**src/rtl/bcd_digit_scanner_if.sv**
```systemverilog
// Display-side bundle of the BCD digit scanner: counter-chain inputs plus the
// multiplexed segment, decimal-point and digit-enable outputs.
interface bcd_digit_scanner_if #(
    parameter int unsigned DIGITS = 4
);
    logic [4*DIGITS-1:0] digits_in;
    logic                dir_in;
    logic                tc_in;
    logic                lzb;
    logic [6:0]          seg;
    logic                dp;
    logic [DIGITS-1:0]   an;

    modport master (
        output digits_in, dir_in, tc_in, lzb,
        input  seg, dp, an
    );

    modport slave (
        input  digits_in, dir_in, tc_in, lzb,
        output seg, dp, an
    );
endinterface

```
**src/rtl/bcd_digit_scanner.sv**
```systemverilog
// Time-multiplexed 7-segment driver for a BCD counter chain with per-frame snapshot,
// leading-zero blanking, invalid-code dash and a stretched terminal-count indicator.
module bcd_digit_scanner #(
    parameter int unsigned DIGITS      = 4,
    parameter int unsigned PRESCALE    = 1000,
    parameter int unsigned HOLD_FRAMES = 2
) (
    input  logic                    clk,
    input  logic                    rst_n,
    bcd_digit_scanner_if.slave      bus
);

    localparam int unsigned PcW  = (PRESCALE > 1) ? $clog2(PRESCALE) : 1;
    localparam int unsigned IdxW = (DIGITS > 1) ? $clog2(DIGITS) : 1;

    logic [PcW-1:0]      pc_q, pc_d;
    logic [IdxW-1:0]     idx_q, idx_d;
    logic [4*DIGITS-1:0] snap_dig_q, snap_dig_d;
    logic                snap_dir_q, snap_dir_d;
    logic [3:0]          hold_q, hold_d;
    logic [6:0]          seg_q, seg_d;
    logic                dp_q, dp_d;
    logic [DIGITS-1:0]   an_q, an_d;

    logic                tick;
    logic                frame_start;
    logic [DIGITS-1:0]   blank;
    logic                zero_run;
    logic [3:0]          cur_digit;

    function automatic logic [6:0] seg_decode(input logic [3:0] d);
        logic [6:0] s;
        unique case (d)
            4'd0:    s = 7'h3F;
            4'd1:    s = 7'h06;
            4'd2:    s = 7'h5B;
            4'd3:    s = 7'h4F;
            4'd4:    s = 7'h66;
            4'd5:    s = 7'h6D;
            4'd6:    s = 7'h7D;
            4'd7:    s = 7'h07;
            4'd8:    s = 7'h7F;
            4'd9:    s = 7'h6F;
            default: s = 7'h40;
        endcase
        return s;
    endfunction

    // Scan timing and snapshot capture
    always_comb begin
        tick        = (pc_q == PcW'(PRESCALE - 1));
        frame_start = tick && (idx_q == IdxW'(DIGITS - 1));
        pc_d        = tick ? '0 : pc_q + 1'b1;
        idx_d       = idx_q;
        if (tick) begin
            idx_d = (idx_q == IdxW'(DIGITS - 1)) ? '0 : idx_q + 1'b1;
        end
        snap_dig_d = frame_start ? bus.digits_in : snap_dig_q;
        snap_dir_d = frame_start ? bus.dir_in    : snap_dir_q;
    end

    // Reload on tc_in beats the frame-start decrement
    always_comb begin
        hold_d = hold_q;
        if (bus.tc_in) begin
            hold_d = 4'(HOLD_FRAMES);
        end else if (frame_start && (hold_q != 4'd0)) begin
            hold_d = hold_q - 4'd1;
        end
    end

    // Digit k is blank when it and every higher snapshot digit are zero
    always_comb begin
        zero_run = 1'b1;
        blank    = '0;
        for (int k = int'(DIGITS) - 1; k >= 1; k--) begin
            zero_run = zero_run & (snap_dig_d[4*k +: 4] == 4'd0);
            blank[k] = zero_run;
        end
    end

    // Outputs are built from the next-state snapshot so frame start needs no extra cycle
    always_comb begin
        cur_digit = snap_dig_d[4*int'(idx_d) +: 4];
        seg_d     = seg_q;
        an_d      = an_q;
        dp_d      = dp_q;
        if (tick) begin
            seg_d       = (bus.lzb && blank[idx_d]) ? 7'h00 : seg_decode(cur_digit);
            an_d        = '0;
            an_d[idx_d] = 1'b1;
            if (idx_d == '0) begin
                dp_d = (hold_q != 4'd0);
            end else if (idx_d == IdxW'(DIGITS - 1)) begin
                dp_d = snap_dir_d;
            end else begin
                dp_d = 1'b0;
            end
        end else if (an_q[0]) begin
            dp_d = (hold_q != 4'd0);
        end
    end

    always_ff @(posedge clk or negedge rst_n) begin
        if (!rst_n) begin
            pc_q       <= '0;
            idx_q      <= IdxW'(DIGITS - 1);
            snap_dig_q <= '0;
            snap_dir_q <= 1'b0;
            hold_q     <= 4'd0;
            seg_q      <= 7'h00;
            dp_q       <= 1'b0;
            an_q       <= '0;
        end else begin
            pc_q       <= pc_d;
            idx_q      <= idx_d;
            snap_dig_q <= snap_dig_d;
            snap_dir_q <= snap_dir_d;
            hold_q     <= hold_d;
            seg_q      <= seg_d;
            dp_q       <= dp_d;
            an_q       <= an_d;
        end
    end

    assign bus.seg = seg_q;
    assign bus.dp  = dp_q;
    assign bus.an  = an_q;

endmodule

```
**src/flat_wrapper.sv**
```systemverilog
// flat-port wrapper written by rule: the top's interface ports become plain ports
module bcd_digit_scanner_flat 
#(
    parameter int unsigned DIGITS      = 4,
    parameter int unsigned PRESCALE    = 1000,
    parameter int unsigned HOLD_FRAMES = 2
)
  (clk, rst_n, bus_digits_in, bus_dir_in, bus_tc_in, bus_lzb, bus_seg, bus_dp, bus_an);
  bcd_digit_scanner_if #(.DIGITS(DIGITS)) bus_i ();
  input  logic clk;
  input  logic rst_n;
  input wire logic [$bits(bus_i.digits_in)-1:0] bus_digits_in;
  input wire logic [$bits(bus_i.dir_in)-1:0] bus_dir_in;
  input wire logic [$bits(bus_i.tc_in)-1:0] bus_tc_in;
  input wire logic [$bits(bus_i.lzb)-1:0] bus_lzb;
  output wire logic [$bits(bus_i.seg)-1:0] bus_seg;
  output wire logic [$bits(bus_i.dp)-1:0] bus_dp;
  output wire logic [$bits(bus_i.an)-1:0] bus_an;
  assign bus_i.digits_in = bus_digits_in;
  assign bus_i.dir_in = bus_dir_in;
  assign bus_i.tc_in = bus_tc_in;
  assign bus_i.lzb = bus_lzb;
  assign bus_seg = bus_i.seg;
  assign bus_dp = bus_i.dp;
  assign bus_an = bus_i.an;
  bcd_digit_scanner #(.DIGITS(DIGITS), .PRESCALE(PRESCALE), .HOLD_FRAMES(HOLD_FRAMES)) u_core (.clk(clk), .rst_n(rst_n), .bus(bus_i));
endmodule
```
**config.mk**
```make
export PLATFORM = sky130hd
export DESIGN_NAME = bcd_digit_scanner_flat
export DESIGN_NICKNAME = d
export VERILOG_FILES = /design/src/rtl/bcd_digit_scanner_if.sv /design/src/rtl/bcd_digit_scanner.sv /design/src/flat_wrapper.sv
export SDC_FILE = /design/constraint.sdc
export NUM_CORES = 1
export LEC_CHECK = 0
export ABC_AREA = 1
export CAP_MARGIN = 20
export CORE_AREA = 5 5 99 101
export CTS_CLUSTER_DIAMETER = 60
export CTS_CLUSTER_SIZE = 28
export DETAILED_ROUTE_END_ITERATION = 6
export DIE_AREA = 0 0 104 106
export GPL_TIMING_DRIVEN = 0
export PLACE_DENSITY_LB_ADDON = 0.08
export REMOVE_ABC_BUFFERS = 1
export SLEW_MARGIN = 0
export SYNTH_ARGS = -nofsm -noshare
export SYNTH_HDL_FRONTEND = slang
export SYNTH_SLANG_ARGS = --single-unit
```
**constraint.sdc**
```tcl
create_clock -name clk -period 6.1 [get_ports clk]
set_input_delay 1.22 -clock clk [delete_from_list [all_inputs] [get_ports clk]]
set_output_delay 1.22 -clock clk [all_outputs]
set_load 0.005 [all_outputs]
```
==> results of run 1 <==
layer usage:
metal  vias up  GRT usage  part of all wire
li1       1083          -                 -
met1       924      0.160              0.54
met2        29      0.171              0.43
met3         5     0.0213             0.023
met4         0     0.0250             0.011
met5         -          0                 0
final cells by class:
class,count,area [um2],area share
clock buffer,6,72.6,0.0236
clock inverter,2,10.0,0.00325
inverter,69,259,0.0841
multi-input combinational,210,1130,0.369
sequential,45,1130,0.367
tap,111,139,0.0451
timing repair buffer,33,335,0.109
flip-flops by register name (all words and copies together), names as in the netlist:
register,cells
u_core.snap_dig_q,16
u_core.pc_q,10
u_core.bus.seg,7
u_core.bus.an,4
u_core.hold_q,4
u_core.idx_q,2
u_core.bus.dp,1
u_core.snap_dir_q,1
stage by stage:
step	hold slack (ns)	instances	cell area, um2
floorplan	0.433	324	2520
global placement	0.466	467	2980
detailed placement	0.465	468	3000
CTS	0.487	476	3080
global route	0.516	476	3080
finish	0.476	476	3080
cells by family (layout without fill, tap and decap cells):
logic type,count (synthesis),in the layout
adders and majority gates,9,9
buffers and inverters,75,110
xor gates and xnor gates,3,3
DFF,45,45
and+or+nand+nor,171,171
AOI/OAI and AO/OA,27,27
synthesized netlist by cell type:
library cell / n / area, um2
nand2_1: 80 / 300
inv_1: 62 / 233
dfrtp_1: 43 / 1080
nor2_1: 26 / 97.6
nand3_1: 23 / 115
nand4_1: 13 / 81.3
nand2_2: 10 / 62.6
ha_1: 9 / 113
a21oi_1: 7 / 35.0
inv_2: 7 / 26.3
o21ai_0: 6 / 30.0
nor2_4: 5 / 56.3
o21ai_1: 4 / 20.0
o21ai_2: 4 / 35.0
a31oi_1: 3 / 18.8
nand2_4: 3 / 33.8
nor2_2: 3 / 18.8
xor2_1: 3 / 26.3
buf_4: 2 / 15.0
buf_6: 2 / 22.5
dfstp_2: 2 / 52.6
nand3_2: 2 / 20.0
buf_2: 1 / 5.00
clkbuf_1: 1 / 3.75
nand3_4: 1 / 17.5
nand3b_1: 1 / 7.51
nor3_1: 1 / 5.00
nor3b_1: 1 / 7.51
nor4_1: 1 / 6.26
o211ai_1: 1 / 7.51
o21a_1: 1 / 7.51
o22ai_1: 1 / 6.26
or2_2: 1 / 6.26
worst max-delay path, cell delays in order (launching register included):
cell,delay (ns)
dfstp_2,0.56
ha_1,0.60
nand3_4,0.40
or2_2,0.39
o21ai_0,0.12
o22ai_1,0.11
nor2_1,0.25
inv_1,0.10
ha_1,0.20
inv_1,0.05
nand3_1,0.11
nand3_1,0.11
nand3_1,0.08
nand2_1,0.07
final timing paths:
| path | from | to | slack [ns] | cells past startpoint |
|---|---|---|---|---|
| worst max-delay path | u_core.idx_q[0] | u_core.bus.seg[0] | 2.88 | 13 |
| worst min-delay path | u_core.pc_q[0] | u_core.pc_q[0] | 0.48 | 1 |
| worst max register to register | u_core.idx_q[0] | u_core.bus.seg[0] | 2.88 | 13 |
| worst min register to register | u_core.pc_q[0] | u_core.pc_q[0] | 0.48 | 1 |
| max in group asynchronous | rst_n | u_core.idx_q[1] | 4.65 | 2 |
| min in group asynchronous | rst_n | u_core.snap_dig_q[13] | 0.87 | 1 |
power by group through the flow:
stage | Combinational [mW] | Sequential, mW | Clock (mW)
after global placement | 0.0225 | 0.304 | 0
final | 0.0226 | 0.298 | 0.182
after detailed placement | 0.0236 | 0.304 | 0
after global routing | 0.0258 | 0.298 | 0.203
after floorplan | 0.00175 | 0.304 | 0
after CTS | 0.0237 | 0.298 | 0.193
==> flow_metrics.py, run 1 <==
metrics = {
    "timing": {
        "max_clock_freq_mhz": 311,
        "slew_headroom": 0.543,
        "tns_ns": 0,
        "tightest_slew_ns": 0.685,
        "period_share": 0.528,
        "drv_slew": 0,
        "finalHoldViolCount": 0,
        "rsz0062_at_grt": "false",
        "fin_ws_ns": 2.88,
        "fin_crit_ns": 3.22,
        "finalClockSkew_ns": 0.00418,
        "setup_viol_count_final": 0,
    },
    "power_and_ir_drop": {
        "powerDensity_mw_per_mm2": 163,
        "p_leak_nw": 1.68,
        "power_mw": 0.503,
        "power.switching_mw": 0.112,
        "pwr-share-comb": 0.045,
        "p_sw_frac": 0.224,
        "clkPwrFrac": 0.362,
        "peakVddDrop_mv": 0.0998,
        "p_seq_frac": 0.593,
        "p_int_mw": 0.390,
    },
    "floorplanning": {
        "start_util": 0.288,
        "row_count": 35,
        "chipHeight_um": 106,
        "core_mm2": 0.00893,
        "die_w_um": 104,
        "die_area_mm2": 0.0110,
        "ios": 33,
    },
    "grt": {
        "grt_pass1_wl_mm": 10.1,
        "grt_pass1_vias": 2122,
        "grt_use_total": 0.111,
        "grt_overflow": 0,
        "antenna_found_initial": 0,
        "grt_max_degree": 29,
    },
    "cells_and_area": {
        "num_antenna_cells": 0,
        "layout.nets": 394,
        "fillers": 996,
        "final_common_cell": "nand2_1",
        "syn_to_final_growth_pct": 19.9,
        "finish.utilization": 0.345,
        "drive_gt1_frac": 0.129,
        "layout_common_cells": "nand2_1 (80), inv_1 (62), dfrtp_1 (43)",
    },
    "cts": {
        "post_cts_buffers": 0,
        "path_clk_slew_ns": 0.09,
        "cts_hold_buf": 0,
        "cts_buffers": 5,
        "htreeDepth": 2,
        "cts_buffer_depth": 2,
        "clk_latency_ns": 0.29,
        "cts_root_buffer": "clkbuf_8",
        "cts_sinks": 45,
        "ctsResizeCount": 0,
        "tritoncts": "built",
    },
    "logic_synthesis": {
        "synth_warnings": 0,
        "synth_top_family_by_area": "simple AND/OR/NAND/NOR gates",
        "netlist_area_mm2": 0.00257,
        "synthCells": 330,
        "synth_compound_area_frac": 0.0623,
        "syn_avg_cell_area_um2": 7.78,
        "yosys.area_share.xor_xnor": 0.0102,
        "synthMuxAreaShare": 0,
        "synth_simple_gate_area_frac": 0.325,
        "ys_types": 33,
        "synth-seq-cells": 45,
        "synth_seq_area_share": 0.439,
        "yosys.area_share.adder": 0.0438,
    },
    "setup_path": {
        "path_class": "reg2reg",
        "cp.arrival_ns": 3.45,
        "critPathRequiredTime_ns": 6.34,
        "cp-start-kind": "flop",
        "worst-path-max-fanout": 22,
        "crit_path_end_kind": "flop",
    },
    "detailed_routing": {
        "wl_mm": 5.80,
        "drt_iter0_drc": 53,
        "dr.pass1.iters": 4,
        "drc_errors": 0,
        "vias": 2041,
        "antenna_left": 0,
        "wl_per_cell_um": 12.2,
        "viasPerCell": 4.29,
    },
    "place": {
        "gp_congestion": 0.750,
        "dp_hpwl_mm": 4.34,
        "dp_slack_ns": 2.86,
        "io_buffers": 32,
    },
    "status": {
        "status": "finished clean",
    },
    "flow_run": {
        "cap_violations": 0,
    },
    "worst_hold_path": {
        "hp-class": "reg2reg",
    },
}
No activity file was read; power rests on OpenSTA's default activity.
==> run 2: changes to the inputs <==
clock period = 3.1 ns   (was 6.1 ns; I/O delays follow)
==> run 2 against run 1 <==
Clock-buffer cell count is the same; final cell count up 1.3%; die area did not move; total power increased by 97%; non-clock buffer count rose by 5; design area rose by 1.6%; critical path type unchanged.
==> flow_metrics.py, run 2 (synthesized netlist as in run 1, its figures left out) <==
metrics = {
    "cts": {
        "cts_root_buffer": "clkbuf_8",
        "tritoncts": "built",
        "cts_buffers": 5,
        "clk_latency_ns": 0.30,
        "path_clk_slew_ns": 0.09,
        "htreeDepth": 2,
        "cts_buffer_depth": 2,
        "cts_hold_buf": 0,
        "cts_sinks": 45,
    },
    "cells_and_area": {
        "final_common_cell": "nand2_1",
        "largest_reg_flops": 16,
        "layout_common_cells": "nand2_1 (80), inv_1 (62), dfrtp_1 (43)",
        "drive_gt1_frac": 0.146,
        "syn_to_final_growth_pct": 21.8,
        "seqCellArea_mm2": 0.00113,
        "layout.nets": 400,
        "fillers": 995,
        "fin_cells": 482,
        "top_register": "u_core.snap_dig_q",
        "design_area_mm2": 0.00313,
        "multi_input_area_mm2": 0.00115,
        "num_antenna_cells": 0,
    },
    "detailed_routing": {
        "wl_met2_mm": 2.59,
        "wl_mm": 6.00,
        "route.met3.wl_um": 157,
        "top_layer": "met4",
        "wl_per_cell_um": 12.5,
        "met1_length_mm": 3.20,
        "drc_errors": 0,
        "viasPerCell": 4.37,
        "dr.pass1.iters": 4,
        "vias": 2104,
        "drt_iter0_drc": 41,
        "antenna_left": 0,
    },
    "power_and_ir_drop": {
        "clkPwrFrac": 0.363,
        "p_int_mw": 0.768,
        "p_seq_frac": 0.592,
        "powerDensity_mw_per_mm2": 316,
        "p_leak_nw": 1.71,
        "power.switching_mw": 0.222,
        "p_sw_frac": 0.224,
        "peakVddDrop_mv": 0.196,
        "pwr-share-comb": 0.045,
    },
    "place": {
        "dp_hpwl_mm": 4.34,
        "dp.cells": 468,
        "placed_area_mm2": 0.00300,
        "gp_congestion": 0.750,
        "io_buffers": 32,
    },
    "timing": {
        "tightest_slew_ns": 0.511,
        "finalHoldViolCount": 0,
        "fin_crit_ns": 2.86,
        "slew_headroom": 0.656,
        "max_clock_freq_mhz": 350,
        "setup_viol_count_final": 0,
        "period_share": 0.922,
        "rsz0062_at_grt": "false",
        "whs_ns": 0.268,
        "finalClockSkew_ns": 0.00486,
        "drv_slew": 0,
    },
    "setup_path": {
        "timing.rr.start": "u_core.idx_q[0]",
        "path_class": "reg2reg",
        "cpMostUsedCell": "nand3_1",
        "critPathRequiredTime_ns": 3.34,
        "slowest_delay_ns": 0.57,
        "cp-start-kind": "flop",
        "cp_cell_sequence": "ha_2 > nand3_4 > or2_2 > o21ai_0 > o22ai_1 > nor2_1 > inv_1 > ha_1 > inv_1 > nand3_1 > nand3_1 > nand3_1 > nand2_1",
        "worst-path-max-fanout": 16,
        "cp_top_family": "simple AND/OR/NAND/NOR gates",
        "crit_path_end_kind": "flop",
        "cp.arrival_ns": 3.10,
        "startpoint": "u_core.idx_q[0]",
        "crit_buf_inv": 2,
        "slowest_stage": "dfstp_2",
    },
    "floorplanning": {
        "die_w_um": 104,
        "start_util": 0.288,
        "ios": 33,
        "chipHeight_um": 106,
        "die_area_mm2": 0.0110,
        "core_mm2": 0.00893,
        "row_count": 35,
    },
    "grt": {
        "grt_overflow": 0,
        "grt_max_degree": 29,
        "grt_pass1_wl_mm": 10.2,
        "grt_pass1_vias": 2143,
        "antenna_found_initial": 0,
        "grt_use_total": 0.111,
    },
    "flow_run": {
        "cap_violations": 0,
    },
    "status": {
        "status": "finished clean",
    },
    "worst_hold_path": {
        "hp-class": "in2async",
    },
}
## run 2: worst paths after layout
path / endpoint / slack (ns) / cells after the start
max: u_core.bus.seg[0] / 0.24 / 13
min: u_core.snap_dig_q[13] / 0.27 / 1
max reg2reg: u_core.bus.seg[0] / 0.24 / 13
min reg2reg: u_core.pc_q[0] / 0.48 / 1
max in group asynchronous: u_core.idx_q[1] / 2.25 / 2
min in group clk: u_core.pc_q[0] / 0.48 / 1
## run 2: worst register-to-register path: stages (launching register included)
cell and delay, ns:
dfstp_2 0.57, ha_2 0.45, nand3_4 0.26, or2_2 0.33
o21ai_0 0.12, o22ai_1 0.11, nor2_1 0.25, inv_1 0.10
ha_1 0.20, inv_1 0.05, nand3_1 0.11, nand3_1 0.11
nand3_1 0.08, nand2_1 0.07
## run 2: power groups by stage
stage               Combinational (mW)  Clock [mW]  Sequential [mW]
floorplan                      0.00344           0            0.598
global placement                0.0442           0            0.598
detailed placement              0.0465           0            0.598
CTS                             0.0465       0.380            0.587
global route                    0.0508       0.400            0.587
finish                          0.0445       0.359            0.586
## run 2: timing repair
item | in CTS | in global routing
buffers inserted | 2 | 3
endpoints found under the setup margin | 4 | 5
pin swaps | 1 | 2
resized for setup | 1 | 0
cloned | 0 | 1
## run 2: per-layer routing
metal  track usage  vias to the layer above
met4        0.0250                        0
met2         0.173                       36
met5             0                        -
met3        0.0213                        5
li1              -                     1101
met1         0.161                      962
## run 2: layout make-up
class,count,area share
flip-flops and latches,45,0.361
inverters,69,0.0828
multi-input cells,211,0.367
clock buffers,6,0.0232
clock inverters,2,0.00320
repair buffers,38,0.119
well taps,111,0.0444
## run 2: through the flow
step	setup TNS, ns	utilization	total power, mW	worst slack [ns]
floorplan	0	-	0.602	0.515
global placement	-4.95	0.334	0.642	-0.147
detailed placement	-0.408	0.335	0.645	-0.144
CTS	0	0.347	1.01	0.0472
global route	0	0.350	1.04	0.00545
finish	0	0.350	0.990	0.241
==> RTL change: new RTL, config.mk and constraints of run 2 <==
`PRESCALE` is set to 1000 in 2 places; all go to 500.
--- a/src/rtl/bcd_digit_scanner.sv
+++ b/src/rtl/bcd_digit_scanner.sv
@@ -2,7 +2,7 @@
 // leading-zero blanking, invalid-code dash and a stretched terminal-count indicator.
 module bcd_digit_scanner #(
     parameter int unsigned DIGITS      = 4,
-    parameter int unsigned PRESCALE    = 1000,
+    parameter int unsigned PRESCALE    = 500,
     parameter int unsigned HOLD_FRAMES = 2
 ) (
     input  logic                    clk,
--- a/src/flat_wrapper.sv
+++ b/src/flat_wrapper.sv
@@ -2,7 +2,7 @@
 module bcd_digit_scanner_flat 
 #(
     parameter int unsigned DIGITS      = 4,
-    parameter int unsigned PRESCALE    = 1000,
+    parameter int unsigned PRESCALE    = 500,
     parameter int unsigned HOLD_FRAMES = 2
 )
   (clk, rst_n, bus_digits_in, bus_dir_in, bus_tc_in, bus_lzb, bus_seg, bus_dp, bus_an);
Function: no difference found for any inputs over 10 cycles, from zero or initial values and one cycle with rst_n low; that may be too few to reach the edited logic, so the function may still have changed.
==> RTL change against run 2 <==
Setup slack gained 0.16 ns. Count of clock-buffer cells in the layout is 2 higher. Routed wire length down 5.6%. Total power fell by 0.17%. Die area unchanged. Cell area fell by 5.6%. Synthesized area fell by 7.2%. Sequential cell count down 1. Sequential power fell by 2%.
==> RTL change: results <==
[clocking]
cts.repair.resized = 2
postCtsSetupRepairBufs = 0
clk_pin_slew_worst_paths_ns = 0.08
holdBufCountCts = 0
clk_root_buffer_cell = sky130_fd_sc_hd__clkbuf_8
cts_made_buffers = 5
h-tree-depth = 2

[synthesis]
ys_top_cells_by_area = sky130_fd_sc_hd__dfrtp_1, sky130_fd_sc_hd__nand2_1, sky130_fd_sc_hd__inv_1
synth_cell_type_count = 30
syn_area_per_cell_um2 = 7.92
synth-xor-area-share = 0
synth-seq-area-share = 0.463
synth_compound_gate_area_share = 0.0567
synthMuxAreaShare = 0
synth_top_cells_by_count = sky130_fd_sc_hd__nand2_1, sky130_fd_sc_hd__dfrtp_1, sky130_fd_sc_hd__inv_1, sky130_fd_sc_hd__nand3_1, sky130_fd_sc_hd__nor2_1
synthAdderAreaFrac = 0.0472

[outcome]
status = finished, final reports clean

[sta]
worst_slew_pin_slew_ns = 0.546
worst_clock_skew_ns = 0.00402

[power_and_ir_drop]
pwr.group.sequential_w = 0.000573
design_internal_power_w = 0.000780
clk-power_w = 0.000373
vdd_ir_drop_max_uv = 129
total_leakage_power_nw = 1.47
seq_power_share = 0.580

[drt]
wl_met2_mm = 2.57
drt-met1-wl_mm = 2.83
met3_wirelength_um = 186
detail_route.iter0.violations = 30
max_layer_used = met4
route.vias.total = 1916
postRouteWirelength_mm = 5.67

[layout]
max_flop_register = u_core.snap_dig_q
n_antenna_cell = 0
final_cells = 450
fillCellCount = 984
final_layout_size_suffix_gt1_frac = 0.124
final_nets = 368

[global_routing]
gr-usage-met1 = 0.148
grt_pass1_wl_mm = 9.82
groute.layer.met3.usage = 0.0249
total_global_route_track_usage = 0.110
antenna_violations_before_repair = 0
grtUsageMet2 = 0.176
pin_count_of_the_biggest_net_entering_global_routing = 24
number_of_global_route_vias_before_repair = 1948

[critical_path]
biggest_fanout_along_the_worst_timing_path = 14
cpPeakStageDelay_ns = 0.55
worst-endpoint-arrival_ns = 2.89
worst_path_max_delay_cell = sky130_fd_sc_hd__dfstp_2
crit_family = simple AND/OR/NAND/NOR gates

[placed_design]
placement.setup.worst_slack_ns = -0.0955
gp_congestion = 0.760
dp.cells = 438
placedInstanceArea_mm2 = 0.00281
hpwlAfterDp_mm = 4.06
portBuffers = 32

[worst_hold_path]
hold_path_class = in2async
RTL change: cell count changes after synthesis, sizes merged, moves of 3 or more:
cell	before	now
inv	69	46
nand2	93	103
nor2	34	26
nand3	26	22
a21oi	7	10
xor2	3	0
RTL change: area by class of cell:
cell class	count	area (um^2)	area share
sequential	44	1100	0.374
clock buffer	8	90.1	0.0305
tap	111	139	0.0470
inverter	47	178	0.0601
timing repair buffer	37	378	0.128
multi-input combinational	203	1070	0.361
RTL change: final timing paths:
path	startpoint	endpoint	slack, ns	cells after the start
hold / removal	rst_n	u_core.snap_dig_q[11]	0.30	1
setup / recovery	u_core.idx_q[0]	u_core.bus.seg[3]	0.41	14
max in group asynchronous	rst_n	u_core.pc_q[3]	2.28	2
min in group clk	u_core.snap_dig_q[2]	u_core.snap_dig_q[2]	0.47	2
hold reg to reg	u_core.snap_dig_q[2]	u_core.snap_dig_q[2]	0.47	2
setup reg to reg	u_core.idx_q[0]	u_core.bus.seg[3]	0.41	14
